<file path="config.mk">
export PLATFORM = sky130hd
export DESIGN_NAME = pairing_result_streamer
export DESIGN_NICKNAME = d
export VERILOG_FILES = /design/src/rtl/pairing_result_streamer_pkg.sv /design/src/rtl/pairing_result_streamer.sv
export SDC_FILE = /design/constraint.sdc
export NUM_CORES = 2
export LEC_CHECK = 0
export BUFFER_PORTS_ARGS = -buffer_cell sky130_fd_sc_hd__buf_2
export CAP_MARGIN = 20
export CORE_AREA = 10 10 456 458
export CTS_BUF_LIST = sky130_fd_sc_hd__clkbuf_2 sky130_fd_sc_hd__clkbuf_4 sky130_fd_sc_hd__clkbuf_8
export CTS_CLUSTER_DIAMETER = 50
export DETAILED_ROUTE_END_ITERATION = 8
export DIE_AREA = 0 0 466 468
export GPL_TIMING_DRIVEN = 0
export SLEW_MARGIN = 25
export SYNTH_ARGS = -nofsm -noshare
export SYNTH_HDL_FRONTEND = slang
export SYNTH_SLANG_ARGS = --single-unit
export TNS_END_PERCENT = 1
</file>
<file path="constraint.sdc">
create_clock -name clk -period 53.3 [get_ports clk]
set_input_delay 5.33 -clock clk [delete_from_list [all_inputs] [get_ports clk]]
set_output_delay 5.33 -clock clk [all_outputs]
set_load 0.005 [all_outputs]
</file>
<file path="src/rtl/pairing_result_streamer_pkg.sv">
// Shared constants and state encoding for the pairing result streamer.
// W6 is the top bit index of an F(3^6) element, so a full result is W6+1 bits.
package pairing_result_streamer_pkg;

    localparam int W6          = 1163;
    localparam int PAIR_WORD_W = 32;
    localparam int PAIR_NWORDS = 37;

    typedef enum logic {
        IDLE = 1'b0,
        SEND = 1'b1
    } state_t;

endpackage

</file>
<file path="src/rtl/pairing_result_streamer.sv">
// Captures the pairing result on a rising done and streams it LSB word first; word 0 is valid the cycle after the capture edge.
// out_ready low holds the current word; a done rise while streaming is dropped and latched in overrun.
module pairing_result_streamer
    import pairing_result_streamer_pkg::*;
#(
    parameter int DATA_W = W6 + 1,
    parameter int WORD_W = PAIR_WORD_W
) (
    input  logic              clk,
    input  logic              reset,
    input  logic [DATA_W-1:0] c,
    input  logic              done,
    input  logic              out_ready,
    output logic [WORD_W-1:0] out_data,
    output logic              out_valid,
    output logic              out_last,
    output logic              busy,
    output logic              overrun
);

    localparam int         NWORDS   = (DATA_W + WORD_W - 1) / WORD_W;
    localparam int         CAP_W    = NWORDS * WORD_W;
    localparam logic [5:0] LAST_IDX = 6'(NWORDS - 1);

    state_t            state;
    logic              done_q;
    logic [CAP_W-1:0]  capture;
    logic [5:0]        index;
    logic              start;
    logic              xfer;
    logic              final_xfer;

    assign start      = done & ~done_q;
    assign xfer       = out_valid & out_ready;
    assign final_xfer = xfer & (index == LAST_IDX);

    assign out_valid = (state == SEND);
    assign busy      = out_valid;
    // capture is zero-extended to a whole number of words, so the top word is padded for free
    assign out_data  = out_valid ? capture[int'(index) * WORD_W +: WORD_W] : '0;

    always_ff @(posedge clk or posedge reset) begin
        if (reset) begin
            state    <= IDLE;
            done_q   <= 1'b0;
            capture  <= '0;
            index    <= '0;
            out_last <= 1'b0;
            overrun  <= 1'b0;
        end else begin
            done_q <= done;
            case (state)
                IDLE: begin
                    if (start) begin
                        capture  <= CAP_W'(c);
                        index    <= '0;
                        out_last <= (NWORDS == 1);
                        state    <= SEND;
                    end
                end
                SEND: begin
                    if (final_xfer) begin
                        if (start) begin
                            // back-to-back result: reload without an idle cycle
                            capture  <= CAP_W'(c);
                            index    <= '0;
                            out_last <= (NWORDS == 1);
                        end else begin
                            index    <= '0;
                            out_last <= 1'b0;
                            state    <= IDLE;
                        end
                    end else begin
                        if (xfer) begin
                            index    <= index + 6'd1;
                            out_last <= ((index + 6'd1) == LAST_IDX);
                        end
                        if (start) begin
                            overrun <= 1'b1;
                        end
                    end
                end
            endcase
        end
    end

endmodule

</file>
# After elaboration in Yosys (flattened, before gate mapping)
# Cells that the tools add are included.
[op_classes]
n_eq_ne = 5
bitwise_logic = 6
n_addsub = 1
n_reduce_logical = 2
shifts = 1
muxes = 15
[ops]
columns = ["op", "count"]
rows = [
  ["2-to-1 mux 1184 bit", 2],
  ["case mux 1184 bit (2 select lines)", 1],
  ["variable part select 1184 x 12 -> 32 bit", 1],
  ["2-to-1 mux 32 bit", 1],
  ["2-to-1 mux 6 bit", 3],
  ["equality test 6 bit (second input constant)", 2],
  ["case mux 6 bit (2 select lines)", 1],
  ["adder 6 x 1 -> 6 bit (second input constant)", 1],
  ["2-to-1 mux 1 bit", 5],
  ["case mux 1 bit (2 select lines)", 2],
  ["bitwise AND 1 bit", 3],
  ["!= test 3 x 1 -> 1 bit (second input constant)", 1],
  ["inverter 1 bit", 3],
  ["AND reduction 3 bit", 1],
  ["!= test 2 x 1 -> 1 bit (second input constant)", 1],
  ["!= test 2 bit (second input constant)", 1],
  ["AND reduction 2 bit", 1],
]
[totals]
output_inout_bits = 36
wordCells = 36
regBits = 1194
in_bits = 1168

# Depth between registers and ports, before layout
[logic_depth]
depth_word = 5
ltp_mapped = 12

# Least setup slack after synthesis
# Ideal clock, no wire load.
[synth_path]
path_kind = "flip-flop to output port"
from = "reg index[1]"
to = "out out_data[20]"
path_stages_with_launch = 8
slack_ns = 46.140
arrival_ns = 1.830
n_path_buf = 3
path_cell_list = "dfrtp_1 -> buf_6 -> buf_6 -> buf_2 -> mux4_2 -> mux4_2 -> nand2_1 -> nand3_1"
[synth_via]
elab_chain_len = 2
[synth_rtl]
columns = ["item", "line_no", "source"]
rows = [
  ["start, declared", "pairing_result_streamer.sv:28", "logic [5:0] index;"],
  ["start signal, assigned", "pairing_result_streamer.sv:75", "index <= index + 6'd1;"],
  ["variable part select 1184 x 12 -> 32 bit", "pairing_result_streamer.sv:40", "assign out_data = out_valid ? capture[int'(index) * WORD_W +: WORD_W] : '0;"],
  ["2-to-1 mux 32 bit", "pairing_result_streamer.sv:40", ""],
  ["end, declared", "pairing_result_streamer.sv:14", "output logic [WORD_W-1:0] out_data,"],
]
# Every way passes these cells.

# Worst setup path in the final report
[layout_path]
from = "reg index[2]"
to = "out out_data[18]"
# Same word-level chain as after synthesis.

==> results.cfg <==
[global_route]
grt_antenna_before_repair = 181
met3_usage_pct = 8.03
grt_pass1_wl_mm = 387
track_usage_pct = 26.3
busiest_layer = met2
grt_pass1_vias = 42122
met2_usage_pct = 42.0
use_met1_pct = 34.2
grt_start_max_net_pins = 101
grt_overflow = 0

[pwr]
power.density_mw_per_mm2 = 46.2
total_power_mw = 3.21
p_comb_share_pct = 35.8
ir_drop_uv = 20.7
p_switching_mw = 1.24
swShare_pct = 38.6
power_frac_seq_pct = 34.6
power.internal_mw = 1.97
clkPwrFrac_pct = 29.5
p_leak_nw = 32.1

[cts]
cts_tree = built
hold_buffers = 0
cts_buffers = 211
clockBufferDepth = 3
cts_setup_buffers = 0
cts.clk_slew.worst_paths_ps = 60
htreeDepth = 4
insertion_delay_ps = 970
clkSinkCount = 1174
ctsResizeCount = 0
clockRootBuffer = clkbuf_8

[sta]
maxSlewHeadroom_pct = 23.0
fmax_mhz = 98.3
hold_violations = 0
rsz0062_at_grt = no
skew_ps = 57.3
worst_slack_ps = 43120
fin_crit_ps = 10180
holdWs_ps = 473
setup_violations = 0
tightest_slew_ps = 1120
slew_viol_final = 0
period_share_pct = 19.1
fin_setup_tns_ps = 0

[setup_path]
cp_max_fo = 10
slowest_stage = mux2i_1
worst_setup_path_end_kind = output pin
max_stage_delay_ps = 770
cp.arrival_ps = 4850
path_class = register to output pin
crit_chain = buf_4 > buf_4 > buf_2 > buf_2 > mux2i_1 > a211oi_2 > buf_4 > a211o_1 > buf_2
crit_path_start_kind = register
required_ps = 47970

[run]
cap_violations = 0

[logic_synthesis]
synth_compound_area_share_pct = 4.08
muxShareOfSynthArea_pct = 36.0
synth_top_family_by_area = multiplexers
ys_seq_area_share_pct = 53.8
postSynth.asyncResetShare_pct = 100
yosys.area_share.simple_pct = 1.58
synth_cell_types = 61
synth-xor-area-share_pct = 0.0160
syn-mean-instance-area_um2 = 15.5
synth-adder-area-share_pct = 0.0688
synth_edf_count = 0
synth-seq-cells = 1174
syn_area_mm2 = 0.0546
ys.flop_type = dfrtp_1
syn_nets = 4688
ys_warn_count = 0
synthCells = 3517

[die]
core-area_mm2 = 0.199
start_util_pct = 27.5
die_area_mm2 = 0.218
ios = 1204
dieWidth_um = 466
num_rows = 164
die_h_um = 468

[placement]
post-place-cells = 7409
place_ws_ps = 44040
port_buffers = 1203
hpwl_mm = 244
place.gp.congestion = 0.912

[finish]
nets = 6138
area_growth_pct = 27.3
drive_above_1_share_pct = 45.7
fillers = 19521
fin_cells = 7869

[routing]
ant_nets = 0
drt_iter0_drc = 3594
avgViaCountPerCell = 5.11
drc_errors = 0
vias = 40187
routed_wl_mm = 298
dr.pass1.iters = 5
post_drt_wl_per_cell_um = 37.8

[status]
status = complete, no violations

[worst_hold_path]
hp-class = register to register
sequential cells by signal (all words and copies together), names as in the netlist:
name,flops
capture,1164
index,6
busy,1
overrun,1
out_last,1
done_q,1
worst max-delay path, delay by kind of cell (launching register included):
kind / cells / cell delay [ps]
compound gates: 2 / 480
buf+inv: 6 / 2240
flops: 1 / 320
mux: 1 / 770
per-layer routing:
metal	wire, um	vias up	share of wire (%)
met3	24100	571	8.1
met5	806	-	0.27
li1	-	16228	-
met2	137000	2099	46
met1	125000	21167	42
met4	9920	122	3.3
path summary, 6_finish.rpt:
path,start,endpoint,slack [ps],cells after the start
max,index[2]$_DFFE_PP0P_,out_data[18],43120,9
min,overrun$_DFFE_PP0P_,overrun$_DFFE_PP0P_,470,1
max reg2reg,index[0]$_DFFE_PP0P_,capture[505]$_DFFE_PP0P_,49030,11
min reg2reg,overrun$_DFFE_PP0P_,overrun$_DFFE_PP0P_,470,1
max in group asynchronous,reset,capture[689]$_DFFE_PP0P_,45710,8
min in group asynchronous,reset,capture[368]$_DFFE_PP0P_,4410,2
cells by family after synthesis:
family          after synthesis
flops                      1174
xor+xnor                      1
fa+ha+maj                     3
buf+inv                     263
mux                        1568
compound gates              324
simple gates                184
cell usage after synthesis, types with 28 or more instances:
cell type / instances / area [um^2]
o22ai_1: 33 / 206
mux4_2: 195 / 4390
buf_8: 33 / 495
nand2_1: 97 / 364
a21oi_1: 59 / 295
buf_4: 47 / 353
buf_2: 37 / 185
dfrtp_1: 1174 / 29400
o21ai_0: 57 / 285
nor2b_1: 30 / 188
mux2_1: 940 / 10600
mux2_2: 265 / 2980
mux2i_1: 167 / 1670
buf_6: 108 / 1220
clkbuf_1: 28 / 105
a211oi_1: 45 / 338
power groups by stage:
stage | logic, mW | registers, mW | clock network [mW]
final | 1.15 | 1.11 | 0.947
after global placement | 1.14 | 1.13 | 0
after global routing | 1.20 | 1.12 | 1.00
after CTS | 1.16 | 1.11 | 0.963
after detailed placement | 1.16 | 1.12 | 0
after floorplan | 0.550 | 1.09 | 0
layout make-up:
type / count / area, um^2 / share of cell area [%]
Sequential cell: 1174 / 29400 / 42.3
Multi-Input combinational cell: 2080 / 22900 / 32.9
Timing Repair Buffer: 1237 / 6570 / 9.45
Clock buffer: 321 / 4070 / 5.86
Tap cell: 2656 / 3320 / 4.78
Buffer: 258 / 2410 / 3.47
Clock inverter: 55 / 623 / 0.896
Antenna cell: 83 / 208 / 0.299
Inverter: 5 / 26.3 / 0.0378
cells in the final DEF (no fill, tap or decap), types with 53 or more instances in the layout:
cell	n
diode_2	83
mux2_1	940
dfrtp_1	1174
clkbuf_8	266
mux4_2	195
clkbuf_4	55
buf_6	108
a21oi_1	59
o21ai_0	53
nand2_1	97
buf_4	60
mux2_2	265
mux2i_1	166
buf_2	1246
through the flow:
step	util [%]	cell area, um^2
after floorplan	-	54600
after global placement	32.2	63900
after detailed placement	32.5	64600
after CTS	34.8	69300
after global routing	34.9	69400
final	35.0	69500
No activity file was read; power rests on OpenSTA's default activity.
